### config.mk
export PLATFORM = sky130hd
export DESIGN_NAME = pipeline_hazard_controller
export DESIGN_NICKNAME = d
export VERILOG_FILES = /design/src/rtl/pipeline_hazard_controller.sv
export SDC_FILE = /design/constraint.sdc
export NUM_CORES = 1
export LEC_CHECK = 0
export CAP_MARGIN = 10
export CORE_MARGIN = 3
export CORE_UTILIZATION = 43
export DETAILED_ROUTE_END_ITERATION = 6
export HOLD_SLACK_MARGIN = 0.1
export PLACE_DENSITY = 0.85
export SLEW_MARGIN = 10
export SYNTH_ARGS = -nofsm -noshare
export SYNTH_HDL_FRONTEND = slang
export SYNTH_SLANG_ARGS = --single-unit
### constraint.sdc
create_clock -name CLK -period 2.6 [get_ports CLK]
set_input_delay 0.39 -clock CLK [delete_from_list [all_inputs] [get_ports CLK]]
set_output_delay 0.39 -clock CLK [all_outputs]
set_load 0.02 [all_outputs]
### src/rtl/pipeline_hazard_controller.sv
// Pipeline sequencing controller: decides advance/hold/bubble for each latch and
// keeps saturating stall/flush counters for performance debug.
module pipeline_hazard_controller #(
    parameter int unsigned CNT_W = 16
) (
    input  logic             CLK,
    input  logic             nRST,
    input  logic             ihit,
    input  logic             dhit,
    input  logic             mem_req,
    input  logic             ex_memread,
    input  logic [4:0]       ex_rd,
    input  logic [4:0]       id_rs,
    input  logic [4:0]       id_rt,
    input  logic             id_uses_rt,
    input  logic             branch_taken,
    input  logic             jump_id,
    input  logic             halt_mem,
    output logic             pc_en,
    output logic             ifid_en,
    output logic             idex_en,
    output logic             exmem_en,
    output logic             memwb_en,
    output logic             ifid_flush,
    output logic             idex_flush,
    output logic             exmem_flush,
    output logic             halt_out,
    output logic [CNT_W-1:0] stall_cnt,
    output logic [CNT_W-1:0] flush_cnt
);

    typedef enum logic [1:0] {
        RUN   = 2'd0,
        DWAIT = 2'd1,
        HALT  = 2'd2
    } state_t;

    state_t           r_state;
    state_t           w_next;
    logic [CNT_W-1:0] r_stall_cnt;
    logic [CNT_W-1:0] r_flush_cnt;

    logic w_dstall;
    logic w_lu;
    logic w_pc_en;
    logic w_ifid_en;
    logic w_idex_en;
    logic w_exmem_en;
    logic w_memwb_en;
    logic w_ifid_flush;
    logic w_idex_flush;
    logic w_exmem_flush;
    logic w_stall_inc;
    logic w_flush_inc;

    assign w_dstall = mem_req & ~dhit;
    assign w_lu     = ex_memread & (ex_rd != 5'd0) &
                      ((ex_rd == id_rs) | (id_uses_rt & (ex_rd == id_rt)));

    // State register
    always_ff @(posedge CLK or negedge nRST) begin
        if (!nRST) begin
            r_state <= RUN;
        end else begin
            r_state <= w_next;
        end
    end

    // Priority-ordered hazard rules; DWAIT decodes exactly like RUN
    always_comb begin
        w_next        = r_state;
        w_pc_en       = 1'b0;
        w_ifid_en     = 1'b0;
        w_idex_en     = 1'b0;
        w_exmem_en    = 1'b0;
        w_memwb_en    = 1'b0;
        w_ifid_flush  = 1'b0;
        w_idex_flush  = 1'b0;
        w_exmem_flush = 1'b0;
        case (r_state)
            RUN, DWAIT: begin
                w_next = RUN;
                if (w_dstall) begin
                    w_next = DWAIT;
                end else if (halt_mem) begin
                    w_memwb_en = 1'b1;
                    w_next     = HALT;
                end else begin
                    w_pc_en    = 1'b1;
                    w_ifid_en  = 1'b1;
                    w_idex_en  = 1'b1;
                    w_exmem_en = 1'b1;
                    w_memwb_en = 1'b1;
                    if (branch_taken) begin
                        w_ifid_flush  = 1'b1;
                        w_idex_flush  = 1'b1;
                        w_exmem_flush = 1'b1;
                    end else if (w_lu) begin
                        w_pc_en      = 1'b0;
                        w_ifid_en    = 1'b0;
                        w_idex_flush = 1'b1;
                    end else if (jump_id) begin
                        w_ifid_flush = 1'b1;
                    end else if (!ihit) begin
                        w_pc_en      = 1'b0;
                        w_ifid_flush = 1'b1;
                    end
                end
            end
            HALT: begin
                w_next = HALT;
            end
            default: begin
                w_next = RUN;
            end
        endcase
    end

    // Reset forces every control output low regardless of inputs
    assign pc_en       = w_pc_en       & nRST;
    assign ifid_en     = w_ifid_en     & nRST;
    assign idex_en     = w_idex_en     & nRST;
    assign exmem_en    = w_exmem_en    & nRST;
    assign memwb_en    = w_memwb_en    & nRST;
    assign ifid_flush  = w_ifid_flush  & nRST;
    assign idex_flush  = w_idex_flush  & nRST;
    assign exmem_flush = w_exmem_flush & nRST;

    assign w_stall_inc = (r_state != HALT) & ~w_pc_en;
    assign w_flush_inc = w_ifid_flush | w_idex_flush | w_exmem_flush;

    // Saturating performance counters
    always_ff @(posedge CLK or negedge nRST) begin
        if (!nRST) begin
            r_stall_cnt <= '0;
            r_flush_cnt <= '0;
        end else begin
            if (w_stall_inc && (r_stall_cnt != '1)) begin
                r_stall_cnt <= r_stall_cnt + CNT_W'(1);
            end
            if (w_flush_inc && (r_flush_cnt != '1)) begin
                r_flush_cnt <= r_flush_cnt + CNT_W'(1);
            end
        end
    end

    assign halt_out  = (r_state == HALT);
    assign stall_cnt = r_stall_cnt;
    assign flush_cnt = r_flush_cnt;

endmodule

==> impl_metrics.tcl <==
set metrics [dict create \
    via_per_inst 5.12 \
    syn_to_final_growth_pct 52.7 \
    worst_pin_slew_ns 0.426 \
    cts_made_buffers 5 \
    status "completed" \
    holdPathStages 1 \
    timing.final.ws_setup_ns 0.174 \
    mostFrequentLayoutCells "clkdlybuf4s50_1, dfrtp_1, xnor2_1" \
    hold_path_class "flop to flop" \
    drt-wirelength-per-cell_um 14.2 \
    drc 0 \
    grt_max_degree 35 \
    insertion_delay_ns 0.28 \
    cts_root_buf "clkbuf_8" \
    cp-start-kind "primary input" \
    final-seq-area_um2 851 \
    multi_input_area_um2 905 \
    post_synth_fa_ha_maj_area_fraction_pct 1.39 \
    grt_first_pass_wirelength_mm 7.44 \
    drv_slew 0 \
    place_ws_ns -0.469 \
    drv_cap 0 \
    min_period_ns 2.43 \
    row_count 22 \
    clkTransAtPathRegs_ns 0.07 \
    crit_path_end_kind "flop" \
    final_nets 280 \
    die_h_um 70.7 \
    fin_hold_ws_ns 0.453 \
    syn_avg_cell_area_um2 10.7 \
    antenna_left 0 \
    antenna_found_initial 0 \
    yosys.cell_types.count 38 \
    routed_wl_mm 4.29 \
    grt_pass1_vias 1610 \
    cts.sinks 34 \
    fill_cells 302 \
    synth_area_mm2 0.00180 \
    io_pins 66 \
    htreeDepth 2 \
    die_x_um 70.7 \
    cts_tree "built" \
    hold_viol 0 \
    finalSetupViolCount 0 \
    dieArea_mm2 0.00500 \
    layout_worst_path_cycle_share_pct 93.3 \
    gp_congestion 0.773 \
    synth_compound_area_share_pct 4.17 \
    synth_xor_xnor_area_share_pct 19.5 \
    syn-num-nets 195 \
    ir_worst_vdd_uv 605 \
    holdBufCountCts 0 \
    skew_ns 0.00615 \
    p_leak_nw 1.26 \
    dpl.hpwl_mm 3.18 \
    via_count 1547 \
    firstDrtPassIters 4 \
    core_mm2 0.00385 \
    final_common_cell "clkdlybuf4s50_1" \
    yosys.area_share.simple_pct 22.9 \
    worstPathRequired_ns 2.77 \
    synth_cells 168 \
    seq_area_frac_synth_pct 47.3 \
    synth_top_family_by_area "simple AND/OR/NAND/NOR gates" \
    p_per_area_mw_per_mm2 713 \
    ys_warn_count 0 \
    worstPathMaxFanout 6 \
    drive_gt1_share_pct 16.5 \
    start_util_pct 46.7 \
    grt_remaining_overflow 0 \
    clock.fmax_mhz 412 \
    slew_headroom_pct 71.6 \
    port_buffers 65 \
    cp.arrival_ns 2.60 \
    grtUsageTotal_pct 18.3 \
    drtIter0Drc 108 \
    ys_ff_latch 34 \
    ff2ff_path_depth 7 \
    antenna_cells 0 \
    clockBufferDepth 2 \
    setup.worst_path.class "primary input to flop" \
    synth.area.mux_share_pct 1.25 \
]
==> what timing repair did <==
action	4_1_cts	5_1_grt
pin swaps	6	4
setup buffers	2	1
endpoints found under the setup margin	7	6
gates cloned	1	0
gates resized for setup	25	6
==> Yosys cell counts <==
| cell | instances | share of area (%) |
|---|---|---|
| or4_1 | 1 | 0.42 |
| mux2_2 | 1 | 0.63 |
| or2_2 | 1 | 0.35 |
| and2_1 | 3 | 1.0 |
| a21boi_0 | 1 | 0.42 |
| clkbuf_1 | 1 | 0.21 |
| buf_4 | 1 | 0.42 |
| o211ai_1 | 1 | 0.42 |
| buf_8 | 1 | 0.83 |
| nor4_1 | 2 | 0.69 |
| a21oi_1 | 4 | 1.1 |
| nor2b_1 | 2 | 0.69 |
| nand3_1 | 6 | 1.7 |
| nand2_1 | 10 | 2.1 |
| nand4_1 | 10 | 3.5 |
| nor2_2 | 1 | 0.35 |
| nand3_2 | 3 | 1.7 |
| nand4_2 | 2 | 1.4 |
| dfrtp_1 | 34 | 47 |
| a32oi_1 | 1 | 0.49 |
| a41o_1 | 1 | 0.56 |
| o21ai_0 | 1 | 0.28 |
| nor2_1 | 10 | 2.1 |
| or2_1 | 1 | 0.35 |
| nor3b_1 | 1 | 0.42 |
| ha_1 | 2 | 1.4 |
| nand2b_1 | 1 | 0.35 |
| a21o_1 | 1 | 0.42 |
| or3_1 | 1 | 0.35 |
| mux2_1 | 1 | 0.63 |
| xnor2_1 | 26 | 13 |
| o21ai_2 | 1 | 0.49 |
| and4_1 | 3 | 1.5 |
| buf_6 | 2 | 1.3 |
| inv_1 | 4 | 0.83 |
| and3_1 | 11 | 3.8 |
| xor2_1 | 14 | 6.8 |
| nor3_1 | 1 | 0.28 |
==> power breakdown <==
part	switching, W	total [W]	leakage [nW]	internal [W]
logic	0.000382	0.000808	0.767	0.000426
clock network	0.000194	0.000407	0.0472	0.000213
registers	0.000117	0.000746	0.445	0.000629
==> sequential cells by signal, summed over array words and instances, names as in the netlist <==
| name | flops |
|---|---|
| r_state | 2 |
| flush_cnt | 16 |
| stall_cnt | 16 |
==> final timing paths <==
path / slack [ns] / from / to
setup / recovery: 0.17 / ex_rd[2] / flush_cnt[1]
max in group asynchronous: 1.59 / nRST / flush_cnt[14]
setup reg to reg: 0.55 / stall_cnt[10] / stall_cnt[1]
hold reg to reg: 0.45 / r_state[1] / r_state[0]
hold / removal: 0.45 / r_state[1] / r_state[0]
min in group asynchronous: 0.70 / nRST / r_state[1]
==> through the flow <==
step                      total power, W  cells  cell area (µm²)    TNS, ns  utilization, %
after floorplan                  0.00118    168             1800          0               -
after global placement           0.00152    291             2600      -1.35            67.5
after detailed placement         0.00155    291             2600      -1.83            67.5
after CTS                        0.00198    302             2730          0            70.8
after global routing             0.00209    302             2750  -0.000632            71.3
final                            0.00196    302             2750          0            71.3
==> cell type report <==
cell class              instances  area share, %
inverters                       4          0.546
clock inverters                 2          0.455
flip-flops and latches         34           31.0
clock buffers                   6           3.00
multi-input cells             125           32.9
well taps                      48           2.18
repair buffers                 83           29.9
==> worst max-delay path, cell delays in order <==
cell and delay [ns]:
dlygate4sd2_1 0.27, xor2_1 0.18, nor4_2 0.27, a32oi_1 0.15, buf_4 0.15, buf_4 0.11
buf_4 0.12, o211ai_1 0.20, and3_4 0.22, buf_4 0.11, buf_12 0.10, mux2_2 0.32
==> layer usage <==
metal | track usage (%) | vias up | wire (µm) | part of all wire [%]
li1 | - | 750 | - | -
met1 | 21.8 | 741 | 1760 | 41
met2 | 32.3 | 47 | 2230 | 52
met3 | 5.54 | 9 | 224 | 5.2
met4 | 4.59 | 0 | 72 | 1.7
met5 | 0 | - | 0 | 0
==> kinds of logic (layout without fill, tap and decap cells) <==
group / count (synthesis) / after routing
buf+inv: 9 / 95
compound gates: 11 / 11
flops: 34 / 34
simple gates: 70 / 70
xor+xnor: 40 / 40
fa+ha+maj: 2 / 2
mux: 2 / 2
Note: power is estimated with default switching activity, not from simulation.
